--- src/rtl/mem_arbiter_rr.sv ---
// N-channel arbiter sharing one slow-memory line port among cache refill/write-back ports.
// One transaction at a time: IDLE picks a winner, BUSY waits on the memory, RESP pulses ch_ready.
module mem_arbiter_rr #(
   parameter int NUM_CH = 2,
   parameter int ADDR_W = 28,
   parameter int DATA_W = 128,
   parameter bit RR_EN  = 1'b1
) (
   input  logic                     clk,
   input  logic                     proc_reset,
   input  logic [NUM_CH-1:0]        ch_read,
   input  logic [NUM_CH-1:0]        ch_write,
   input  logic [NUM_CH*ADDR_W-1:0] ch_addr,
   input  logic [NUM_CH*DATA_W-1:0] ch_wdata,
   output logic [DATA_W-1:0]        ch_rdata,
   output logic [NUM_CH-1:0]        ch_ready,
   output logic                     mem_read,
   output logic                     mem_write,
   output logic [ADDR_W-1:0]        mem_addr,
   output logic [DATA_W-1:0]        mem_wdata,
   input  logic [DATA_W-1:0]        mem_rdata,
   input  logic                     mem_ready,
   output logic [1:0]               fsm_state
);

   localparam int IDX_W = (NUM_CH > 1) ? $clog2(NUM_CH) : 1;

   typedef enum logic [1:0] {
      IDLE = 2'd0,
      BUSY = 2'd1,
      RESP = 2'd2
   } state_t;

   state_t             state;
   logic [IDX_W-1:0]   last;
   logic [IDX_W-1:0]   grant;
   logic [NUM_CH-1:0]  req;

   logic               win_vld;
   logic [IDX_W-1:0]   win_idx;
   logic               win_wr;
   logic [ADDR_W-1:0]  win_addr;
   logic [DATA_W-1:0]  win_wdata;

   assign req       = ch_read | ch_write;
   assign fsm_state = state;

   // Scan NUM_CH slots starting just after the last grant (or at 0 for fixed priority);
   // the first requester found wins. A channel holding read and write issues the write.
   always_comb begin : pick_winner
      int               j;
      logic [IDX_W-1:0] jj;
      j         = 0;
      jj        = '0;
      win_vld   = 1'b0;
      win_idx   = '0;
      win_wr    = 1'b0;
      win_addr  = '0;
      win_wdata = '0;
      for (int k = 1; k <= NUM_CH; k++) begin
         if (RR_EN) begin
            j = int'(last) + k;
            if (j >= NUM_CH) j = j - NUM_CH;
         end else begin
            j = k - 1;
         end
         jj = IDX_W'(j);
         if (!win_vld && req[jj]) begin
            win_vld   = 1'b1;
            win_idx   = jj;
            win_wr    = ch_write[jj];
            win_addr  = ch_addr[j*ADDR_W +: ADDR_W];
            win_wdata = ch_wdata[j*DATA_W +: DATA_W];
         end
      end
   end

   always_ff @(posedge clk) begin
      if (proc_reset) begin
         state     <= IDLE;
         last      <= IDX_W'(NUM_CH - 1);
         grant     <= '0;
         mem_read  <= 1'b0;
         mem_write <= 1'b0;
         mem_addr  <= '0;
         mem_wdata <= '0;
         ch_ready  <= '0;
         ch_rdata  <= '0;
      end else begin
         case (state)
            IDLE: begin
               if (win_vld) begin
                  grant     <= win_idx;
                  mem_read  <= ~win_wr;
                  mem_write <= win_wr;
                  mem_addr  <= win_addr;
                  mem_wdata <= win_wdata;
                  state     <= BUSY;
               end
            end
            BUSY: begin
               // No timeout: the memory is trusted to answer every strobe.
               if (mem_ready) begin
                  ch_rdata  <= mem_rdata;
                  mem_read  <= 1'b0;
                  mem_write <= 1'b0;
                  ch_ready  <= NUM_CH'(1) << grant;
                  state     <= RESP;
               end
            end
            RESP: begin
               ch_ready <= '0;
               if (RR_EN) last <= grant;
               state <= IDLE;
            end
            default: begin
               ch_ready  <= '0;
               mem_read  <= 1'b0;
               mem_write <= 1'b0;
               state     <= IDLE;
            end
         endcase
      end
   end

   a_strobe_excl: assert property (@(posedge clk) disable iff (proc_reset)
      !(mem_read && mem_write));
   a_ready_onehot: assert property (@(posedge clk) disable iff (proc_reset)
      $onehot0(ch_ready));
   a_strobe_busy_only: assert property (@(posedge clk) disable iff (proc_reset)
      (mem_read || mem_write) |-> (state == BUSY));

endmodule

--- config.mk ---
export PLATFORM = sky130hd
export DESIGN_NAME = mem_arbiter_rr
export DESIGN_NICKNAME = d
export VERILOG_FILES = /design/src/rtl/mem_arbiter_rr.sv
export SDC_FILE = /design/constraint.sdc
export NUM_CORES = 1
export LEC_CHECK = 0
export BUFFER_PORTS_ARGS = -buffer_cell sky130_fd_sc_hd__buf_2
export CAP_MARGIN = 20
export CORE_AREA = 2 2 288 290
export DETAILED_ROUTE_END_ITERATION = 6
export DIE_AREA = 0 0 290 292
export MAX_ROUTING_LAYER = met4
export SLEW_MARGIN = 10
export SYNTH_ARGS = -nofsm -noshare
export SYNTH_HDL_FRONTEND = slang
export SYNTH_SLANG_ARGS = --single-unit
--- constraint.sdc ---
create_clock -name clk -period 1.7 [get_ports clk]
set_input_delay 0.17 -clock clk [delete_from_list [all_inputs] [get_ports clk]]
set_output_delay 0.17 -clock clk [all_outputs]
set_load 0.05 [all_outputs]
==> impl_results.md <==
- Status: finished with violations
- Failing checks: negative setup slack
- Area growth syn-to-layout: 98.9%
- Via count: 15070
- Via density: 4.21
- DP Wirelength: 48900 µm
- Cell-internal power: 0.0143 W
- Worst slew pin tran: 0.668 ns
- Clk Latency, worst-skew pair: 0.55 ns
- Final hold violations: 0
- Worst path arrival time: 2.15 ns
- Post-Syn Nets: 1753
- Syn avg cell area: 8.46 µm²
- Drt first pass iters: 7
- Largest net degree at the start of global routing: 69
- Hold Crit Start: ch_wdata[24]
- Synth Register Bits: 292
- Num CTS Buffers: 36
- Finished Core Util: 26.9%
- Worst R2R Start: last$_SDFFE_PP1P_
- Worst Hold Margin: 0.0361 ns
- Leakage: 9.84 nW
- Nets@finish: 2925
- Die area: 84700 µm²
- Hold WC Path Type: input pin to register
- DIE HEIGHT: 292 µm
- Layout cell share with drive strength beyond 1: 37.1%
- Critical path class: register to register
- Synth warnings: 0
- Routed WL per cell: 19.0 µm
- CTS max path bufs: 3
- # IOs: 737
- GRT overflow: 0
- Max-slew violation count: 0
- Setup tns final: -0.0590 ns
- Final min period: 1.73 ns
- Crit start category: register
- Iter 0 DRT Violations: 987
- Netlist cell types: 25
- H-tree depth: 2
- Mux cell area share after synthesis: 0.0906%
- Endpoints failing setup: 2
- Setup Skew: 0.0258 ns
- P_sw: 0.00809 W
- Non-filler instance count after layout: 3583
- Root Driver: clkbuf_16
- Simple-gate share of the synthesized area: 22.8%
- Power share of the clock group: 33.8%
- Reg clk slew, reported paths: 0.06 ns
- CP endpoint kind: register
- Routed WL: 68200 µm
- Max Freq: 0.578 GHz
- ANT nets after route: 0
- GRT Util Overall: 15.5%
- Post-synthesis sequential area ratio: 52.9%
- Power Dens Cells: 1020 nW/µm²
- Final Worst Setup Slack: -0.0315 ns
- Worst slack at placement: -0.0920 ns
- Post-Syn Instances: 1306
- Number of max-cap violations: 0
- Combinational group share of total power: 31.3%
- CP Max Fanout: 46
- Initial antenna violation count: 17
- Main combinational cell family by area after synthesis: simple AND/OR/NAND/NOR gates
- CP required: 2.12 ns
- Rel. slew slack: 55.3%
- CTS tree: yes
- Crit path launch: last$_SDFFE_PP1P_
- Number of global-route vias before repair: 14847
- Final Cycle Share: 102%
- DP Cell Count: 3084
- Initial Util: 13.5%
- Most frequent cells in the layout: buf_2 (735), dlygate4sd3_1 (421), dfxtp_1 (289)
- VDD IR max: 0.580 mV
- Flop pwr share: 34.9%
- Commonest non-fill, non-tap cell in the layout: buf_2
- Gpl congestion: 0.921
- Cell Rows: 105
- CTS Sinks: 292
- Switching Share: 36.2%
- Core ar.: 81600 µm²
- Synthesized area: 11000 µm²
- Complex-gate fraction of the synthesized area: 19.0%
- First-pass GRT wire length: 96200 µm
- Adder-cell share of the synthesized area: 0%
- DRC: 0
- Port Buffers: 736
- Die W: 290 µm
- XOR/XNOR Fraction of Synth Area: 0%
-- path summary, 6_finish.rpt --
check,slack [ns],cells past startpoint,to
min,0.04,3,mem_wdata[24]$_SDFFE_PP0P_
min reg2reg,0.45,2,ch_rdata[71]$_SDFFE_PP0P_
max reg2reg,-0.03,5,mem_wdata[75]$_SDFFE_PP0P_
max,-0.03,5,mem_wdata[75]$_SDFFE_PP0P_
-- worst max-delay path, cell delays in order (launching register included) --
cell and delay [ns]:
dfxtp_2 0.46, a21oi_4 0.11, buf_12 0.21, buf_4 0.22, a221oi_1 0.45, nor3_2 0.09
-- power groups by stage --
stage	clock network [W]	registers, W	logic [W]
CTS	0.00782	0.00781	0.00690
finish	0.00756	0.00781	0.00698
detailed placement	0	0.00795	0.00611
global placement	0	0.00793	0.00610
floorplan	0	0.0100	0.00162
global route	0.00807	0.00788	0.00734
-- synthesized netlist by cell type, drive strengths merged --
| cell | n | share of area [%] |
|---|---|---|
| dfxtp | 292 | 53 |
| a22oi | 1 | 0.068 |
| buf | 57 | 2.8 |
| or2 | 2 | 0.11 |
| nor3 | 158 | 8.0 |
| clkbuf | 71 | 2.4 |
| o31a | 1 | 0.079 |
| o21a | 1 | 0.068 |
| mux2i | 1 | 0.091 |
| nor2 | 163 | 5.5 |
| or3 | 1 | 0.057 |
| a221oi | 156 | 12 |
| o31ai | 1 | 0.19 |
| nand2b | 1 | 0.057 |
| a211o | 1 | 0.079 |
| nand2 | 258 | 8.8 |
| o21ai | 2 | 0.091 |
| nor2b | 2 | 0.11 |
| nand3 | 2 | 0.091 |
| and3b | 1 | 0.079 |
| a21oi | 134 | 6.1 |
-- kinds of logic after synthesis --
logic type,Yosys count
compound gates,297
buf+inv,128
flops,292
mux,1
simple gates,588
-- repair_timing --
action	in CTS	in global routing
hold buffers	421	0
endpoints found under the setup margin	2	51
setup buffers	0	4
pin swaps	0	1
hold endpoints to repair	279	0
resized for setup	1	5
gates cloned	0	1
-- layer usage --
layer	wire, µm	track usage [%]
met1	27000	17.4
met2	31900	25.9
met3	6000	4.13
met4	3270	6.86
met5	0	-
-- registers in the layout, summed over array words and instances (netlist names) --
name,count
ch_rdata,128
ch_ready,2
fsm_state,2
grant,1
last,1
mem_addr,28
mem_read,1
mem_wdata,128
mem_write,1
-- area by class of cell --
cell class                      instances  area (µm²)
Fill cell                            8592       59600
Tap cell                             1070        1340
Timing Repair Buffer                 1261        8910
Clock buffer                           48        1030
Antenna cell                           11        27.5
Sequential cell                       292        5850
Clock inverter                         14         144
Multi-Input combinational cell        887        4680
-- through the flow --
stage                     power [W]  instance area [µm²]
final                        0.0223                22000
after floorplan              0.0116                11100
after global routing         0.0233                22000
after CTS                    0.0225                21900
after detailed placement     0.0141                16500
after global placement       0.0140                16500
No activity file was read; power rests on OpenSTA's default activity.
